## src/rtl/latch_wr_sched.sv

```systemverilog
// latch_wr_sched: round-robin write scheduler for a shared bank of DW-wide
// level-sensitive latches. It arbitrates requesters, captures the winner's
// data, then walks the latch gate through SETUP/OPEN/HOLD phases so lat_d is
// stable around both gate edges.
// Optional build macro: LATCH_WR_PRIO0_EN gives requester 0 absolute priority
// and leaves the round-robin pointer untouched when it wins.
module latch_wr_sched #(
    parameter int NREQ      = 4,
    parameter int DW        = 8,
    parameter int SETUP_CYC = 1,
    parameter int OPEN_CYC  = 2,
    parameter int HOLD_CYC  = 1
) (
    input  logic                 clk,
    input  logic                 reset_n,
    input  logic [NREQ-1:0]      req,
    input  logic [NREQ*DW-1:0]   wdata,
    output logic [NREQ-1:0]      gnt,
    output logic [NREQ-1:0]      done,
    output logic [DW-1:0]        lat_d,
    output logic                 lat_en,
    output logic                 busy
);

    localparam int PW    = $clog2(NREQ);
    localparam int MAXC0 = (SETUP_CYC > OPEN_CYC) ? SETUP_CYC : OPEN_CYC;
    localparam int MAXC  = (MAXC0 > HOLD_CYC) ? MAXC0 : HOLD_CYC;
    // A phase of one cycle still needs a 1-bit counter to exist.
    localparam int CW    = (MAXC > 1) ? $clog2(MAXC) : 1;

    typedef enum logic [1:0] {IDLE, SETUP, OPEN, HOLD} state_t;

    state_t                   state;
    logic [CW-1:0]            cnt;
    logic [PW-1:0]            rr_ptr;
    logic [NREQ-1:0][DW-1:0]  wdata_a;
    logic [NREQ-1:0]          req_m;
    logic [PW:0]              cand;
    logic                     win_vld;
    logic [PW-1:0]            win_idx;
    logic [PW-1:0]            nxt_ptr;

    assign wdata_a = wdata;

    // Winner search: first set request from rr_ptr upward, wrapping at NREQ.
    always_comb begin
        win_vld = 1'b0;
        win_idx = '0;
        cand    = '0;
        req_m   = req;
`ifdef LATCH_WR_PRIO0_EN
        req_m[0] = 1'b0;
`endif
        for (int i = 0; i < NREQ; i++) begin
            cand = {1'b0, rr_ptr} + (PW+1)'(i);
            if (cand >= (PW+1)'(NREQ))
                cand = cand - (PW+1)'(NREQ);
            if (!win_vld && req_m[cand[PW-1:0]]) begin
                win_vld = 1'b1;
                win_idx = cand[PW-1:0];
            end
        end
        nxt_ptr = (win_idx == PW'(NREQ-1)) ? '0 : win_idx + PW'(1);
`ifdef LATCH_WR_PRIO0_EN
        // Requester 0 overrides rotation and does not consume a turn.
        if (req[0]) begin
            win_vld = 1'b1;
            win_idx = '0;
            nxt_ptr = rr_ptr;
        end
`endif
    end

    // Transaction FSM; every output is a register updated here.
    always_ff @(posedge clk) begin
        if (!reset_n) begin
            state  <= IDLE;
            cnt    <= '0;
            rr_ptr <= '0;
            gnt    <= '0;
            done   <= '0;
            lat_d  <= '0;
            lat_en <= 1'b0;
            busy   <= 1'b0;
        end else begin
            case (state)
                IDLE: begin
                    if (win_vld) begin
                        state  <= SETUP;
                        gnt    <= NREQ'(1) << win_idx;
                        lat_d  <= wdata_a[win_idx];
                        busy   <= 1'b1;
                        rr_ptr <= nxt_ptr;
                        cnt    <= CW'(SETUP_CYC-1);
                    end
                end
                SETUP: begin
                    if (cnt == '0) begin
                        state  <= OPEN;
                        lat_en <= 1'b1;
                        cnt    <= CW'(OPEN_CYC-1);
                    end else begin
                        cnt <= cnt - CW'(1);
                    end
                end
                OPEN: begin
                    if (cnt == '0) begin
                        state  <= HOLD;
                        lat_en <= 1'b0;
                        cnt    <= CW'(HOLD_CYC-1);
                        // A single-cycle HOLD is also the final HOLD cycle.
                        if (HOLD_CYC == 1)
                            done <= gnt;
                    end else begin
                        cnt <= cnt - CW'(1);
                    end
                end
                HOLD: begin
                    if (cnt == '0) begin
                        state <= IDLE;
                        gnt   <= '0;
                        done  <= '0;
                        busy  <= 1'b0;
                    end else begin
                        cnt <= cnt - CW'(1);
                        if (cnt == CW'(1))
                            done <= gnt;
                    end
                end
                default: state <= IDLE;
            endcase
        end
    end

endmodule
```

## config.mk

```make
export PLATFORM = sky130hd
export DESIGN_NAME = latch_wr_sched
export DESIGN_NICKNAME = d
export VERILOG_FILES = /design/src/rtl/latch_wr_sched.sv
export SDC_FILE = /design/constraint.sdc
export NUM_CORES = 1
export LEC_CHECK = 0
export ABC_AREA = 1
export CAP_MARGIN = 20
export CORE_AREA = 2 2 77 79
export DETAILED_ROUTE_END_ITERATION = 10
export DIE_AREA = 0 0 79 81
export GPL_TIMING_DRIVEN = 1
export SLEW_MARGIN = 20
export SYNTH_ARGS = -nofsm -noshare
export SYNTH_HDL_FRONTEND = slang
export SYNTH_SLANG_ARGS = --single-unit
export TNS_END_PERCENT = 100
```

## constraint.sdc

```tcl
create_clock -name clk -period 2.5 [get_ports clk]
set_clock_uncertainty 0.15 [all_clocks]
set_input_delay 0.375 -clock clk [delete_from_list [all_inputs] [get_ports clk]]
set_output_delay 0.375 -clock clk [all_outputs]
set_load 0.02 [all_outputs]
```

# After elaboration in Yosys (flattened, before gate mapping)
# Index checks and enable logic that the tools add are counted.
# totals
in_bits	38
rom_bits	0
latch_bits	0
output_inout_bits	18
word_cells	94
ramBits	0
ff_bits	23
memories	0
# op_classes
order_cmp	9
muxes	42
div	0
reduce_logical	17
mul	0
bitwise	0
eq_ne	8
n_shift	1
addsub	9
# ops
op	n
2-to-1 mux 2 bit	13
binary-select mux 8 bit (select 2 bit)	1
one-hot mux 4 bit (2 select lines)	2
less-than comparator 2 x 3 -> 1 bit (second input constant)	5
2-to-1 mux 1 bit	14
2-to-1 mux 4 bit	3
>= comparator 3 bit (second input constant)	3
binary-select mux 1 bit (select 2 bit)	4
2-to-1 mux 8 bit	1
inequality test 2 bit (second input constant)	4
one-hot mux 2 bit (4 select lines)	1
subtractor 2 x 1 -> 2 bit (second input constant)	4
adder 2 x 2 -> 3 bit (second input constant)	2
equality test 2 bit (second input constant)	3
AND reduction 2 bit	3
AND reduction 3 bit	2
nonzero test 2 bit	3
one-hot mux 1 bit (2 select lines)	2
AND reduction 4 bit	1
left shift 1 x 2 -> 4 bit (first input constant)	1
adder 2 x 1 -> 3 bit (second input constant)	1
>= comparator 2 x 3 -> 1 bit (second input constant)	1
logical AND 1 bit	3
zero test 1 bit	3
6 further kinds	6

# Logic depth before layout (Yosys ltp)
# logic_depth
word_depth	17
ltp_mapped	16
ltp_nobuf	15

# Worst setup path after synthesis
# OpenSTA, ideal clock, no wires.
# synth_timing
path_type	reg2reg
start	register rr_ptr[0]
end	register gnt[2]
path_stages_with_launch	15
arrival_time_ns	1.584
synth_period_minus_slack_ns	1.873
setup_slack_ns	0.627
path_cell_list	dfxtp_1 -> buf_6 -> nand2_2 -> nand3_2 -> nand2_2 -> nor2_4 -> nand3_2 -> nand2_2 -> nand2_2 -> buf_4 -> ha_1 -> nand2_1 -> o21ai_0 -> inv_1 -> a21oi_1
# synth_between
elab_chain_cells	17
word_cells_on_any_way	42
cone_classes	7 x add/sub; 4 x order compare; 1 x eq/ne; 1 x shift; 22 x mux; 7 x reduce/logical
# synth_rtl
item	line_no	text
start: declaration	35	logic [PW-1:0] rr_ptr;
start signal: assignment	93	rr_ptr <= nxt_ptr;
branches (longest 17 deep; another with adder 2 x 1 -> 3 bit)	--	
end signal: assignment	90	gnt <= NREQ'(1) << win_idx;
end: declaration	18	output logic [NREQ-1:0] gnt,
# Parallel ways; which one is timed is not known. The select of a mux whose other input is x is not followed.
# A chain may end at the register's enable or synchronous reset.

# Worst setup path after layout
# layout_timing
start	register rr_ptr[0]
end	register lat_d[0]
# layout_between
elab_chain_cells	16
word_cells_on_any_way	40
cone_classes	7 x add/sub; 4 x order compare; 22 x mux; 7 x reduce/logical
# layout_rtl
item	line_no	text
branches (longest 16 deep; another with adder 2 x 1 -> 3 bit)	--	
end signal: assignment	91	lat_d <= wdata_a[win_idx];
end: declaration	20	output logic [DW-1:0] lat_d,
# Parallel ways; which one is timed is not known. The select of a mux whose other input is x is not followed.

==> out/summary.md <==
- **critical path class** flop to flop
- **Antenna Cells** 0
- **clock-pin slew on the worst setup and hold paths** 0.08 ns
- **kind of end point of the critical path** flop
- **Placeable Area** 5680 µm²
- **type of the worst min-delay path** flop to flop
- **number of top-level design ports** 56
- **M2 GR Usage** 23.1%
- **transition time at the pin with the least slew margin** 0.496 ns
- **Crit Path Max Fanout** 8
- **net count reported at finish** 367
- **count of mapped cells out of synthesis** 266
- **hold slack final** 0.316 ns
- **Final Hold Violating Endpoints** 0
- **area of the mapped netlist** 1620 µm²
- **final clock period utilization by the worst path** 86.4%
- **worst slew margin relative to its limit** 66.6%
- **status** finished clean
- **RSZ-0062 raised after global routing** false
- **count of different cell masters after synthesis** 23
- **Sinks on Clock Net** 23
- **global placement routability congestion** 0.889
- **met3 Usage GRT** 2.00%
- **share of power burned in combinational logic** 70.7%
- **Worst EP required** 2.52 ns
- **crit path launch type** flop
- **most utilized layer in the global route result** met2
- **final-layout setup total negative slack** 0 ns
- **Peak VDD IR** 0.431 mV
- **Post-CTS Setup Repair Bufs** 0
- **hold buffer count at CTS** 0
- **Clock power frac** 7.7%
- **hold path cells** 2
- **vias in the first global route** 1591
- **Resized Gates After CTS** 0
- **global routing usage on met1** 16.2%
- **number of cells traversed by the worst register-to-register path** 12
- **final max-slew violation count** 0
- **drt total wl** 3990 µm
- **Mapped Avg Cell Area** 6.08 µm²
- **Maximum Capacitance Violations** 0
- **setup violators final** 0
- **Clock Latency Late Sink** 0.27 ns
- **vias** 1710
- **number of antenna violations at the first check in global routing** 0
- **Die W** 79 µm
- **starting density of the core** 28.5%
- **Yosys Warn Count** 0
- **number of register bits inferred by synthesis** 23
- **power density normalized to cell area** 1300 nW/µm²
- **detailed placer's ending HPWL** 3280 µm
- **average vias per placed instance** 4.30
- **Pleak** 1.13 nW
- **Initial DRC Count** 57
- **# DRC** 0
- **Net Switching** 1.50 mW
- **number of buffers created by CTS** 3
- **first-pass GRT wire length** 6740 µm
- **die outline area** 6400 µm²
- **CTS max path bufs** 2
- **share of cells above drive strength 1** 8.98%
- **Routed Antenna Nets** 0
- **CTS tree** yes
- **routed length per instance** 10.0 µm
- **area added between synthesis and finish** 41.9%
- **share of power burned in registers** 21.5%
- **GRT Util Overall** 12.9%
- **Seq/Total Area, Yosys** 28.5%
- **largest net degree at the start of global routing** 23
- **final global-route overflow total** 0
- **die height** 81 µm
- **post-route minimum period** 2.16 ns
- **Pre-Repair DR Iteration Count** 4
- **clock tree root buffer cell** clkbuf_8
- **arrival time at the worst endpoint** 2.18 ns
- **PortBufs** 55
- **Internal Dissipation** 1.47 mW
- **Max Clk Rate** 0.463 GHz
- **Switching Fraction** 50.6%
- **number of H-tree levels** 1
- **net count of the mapped netlist** 309
- **Core Rows** 28
==> area by class of cell <==
| type | count | area [µm²] |
|---|---|---|
| Clock buffer | 4 | 45.0 |
| Fill cell | 633 | 3380 |
| Inverter | 43 | 161 |
| Multi-Input combinational cell | 191 | 930 |
| Sequential cell | 23 | 460 |
| Tap cell | 75 | 93.8 |
| Timing Repair Buffer | 62 | 603 |
==> critical path: stages (launching register included) <==
cell	delay [ns]
dfxtp_1	0.50
inv_2	0.14
nand2_1	0.11
nand3_1	0.07
nand2_1	0.12
inv_1	0.09
nand3_1	0.10
nand3_2	0.20
buf_4	0.24
nand3_1	0.08
nand3_1	0.13
nand2_1	0.09
inv_1	0.04
==> cell usage after synthesis <==
cell type / count / area, µm²
nor2_4: 1 / 11.3
nand3b_1: 1 / 7.51
nand2_2: 9 / 56.3
o211a_1: 1 / 10.0
nor3_1: 1 / 5.00
nor2_8: 1 / 20.0
dfxtp_1: 23 / 460
nand3_2: 3 / 30.0
buf_4: 1 / 7.51
inv_2: 4 / 15.0
inv_1: 39 / 146
nand2_1: 79 / 297
buf_1: 1 / 3.75
a21oi_2: 1 / 8.76
nor2_1: 20 / 75.1
o21ai_1: 2 / 10.0
nand4_1: 1 / 6.26
o21ai_0: 18 / 90.1
nand3_1: 34 / 170
ha_1: 5 / 62.6
buf_2: 4 / 20.0
a21oi_1: 14 / 70.1
buf_6: 3 / 33.8
==> power groups by stage <==
stage	registers [mW]	clock network, mW	logic (mW)
floorplan	0.759	0	1.44
global route	0.669	0.261	2.39
detailed placement	0.653	0	2.11
finish	0.640	0.230	2.10
CTS	0.645	0.247	2.12
global placement	0.653	0	2.09
==> kinds of logic after synthesis <==
family | synth area share (%)
simple gates | 41.9
buf+inv | 14.0
flops | 28.5
compound gates | 11.7
fa+ha+maj | 3.87
==> placed cells by master (no fill, tap or decap) <==
cell type and instances:
clkdlybuf4s50_1 55, nand4_1 1, nand3b_1 1, nand2_1 79, nor2_1 20, inv_2 4
inv_1 39, o211a_1 1, buf_4 7, dfxtp_1 23, a21oi_2 1, nor2_4 1
o21ai_1 2, clkbuf_8 3, nand3_2 3, nor2_8 1, o21ai_0 18, ha_1 5
nor3_1 1, a21oi_1 14, nand3_1 34, clkbuf_1 1, nand2_2 9
==> sequential cells by signal (all words and copies together), names as in the netlist <==
register and flops:
rr_ptr 2, lat_d 8, cnt 1, done 4, lat_en 1, gnt 4, state 2, busy 1
==> per-layer routing <==
metal  vias up  wire length (µm)
met5         -                 0
met1       718              1880
met3         3               183
li1        947                 -
met2        42              1900
met4         0                33
==> path summary, 6_finish.rpt <==
| check | start | end | slack (ns) |
|---|---|---|---|
| min reg2reg | gnt[0] | done[0] | 0.32 |
| max reg2reg | rr_ptr[0] | lat_d[0] | 0.34 |
| max | rr_ptr[0] | lat_d[0] | 0.34 |
| min | gnt[0] | done[0] | 0.32 |
==> stage by stage <==
stage               cell area [µm²]  std cells  utilization, %  setup slack, ns  power (mW)
global placement               2250        394            39.6            0.125        2.75
detailed placement             2250        394            39.6           0.0954        2.77
finish                         2290        398            40.4            0.339        2.97
floorplan                      1620        266               -            0.627        2.20
global route                   2290        398            40.4            0.111        3.32
CTS                            2290        398            40.4            0.344        3.02
Power figures use the tool's default switching activity.
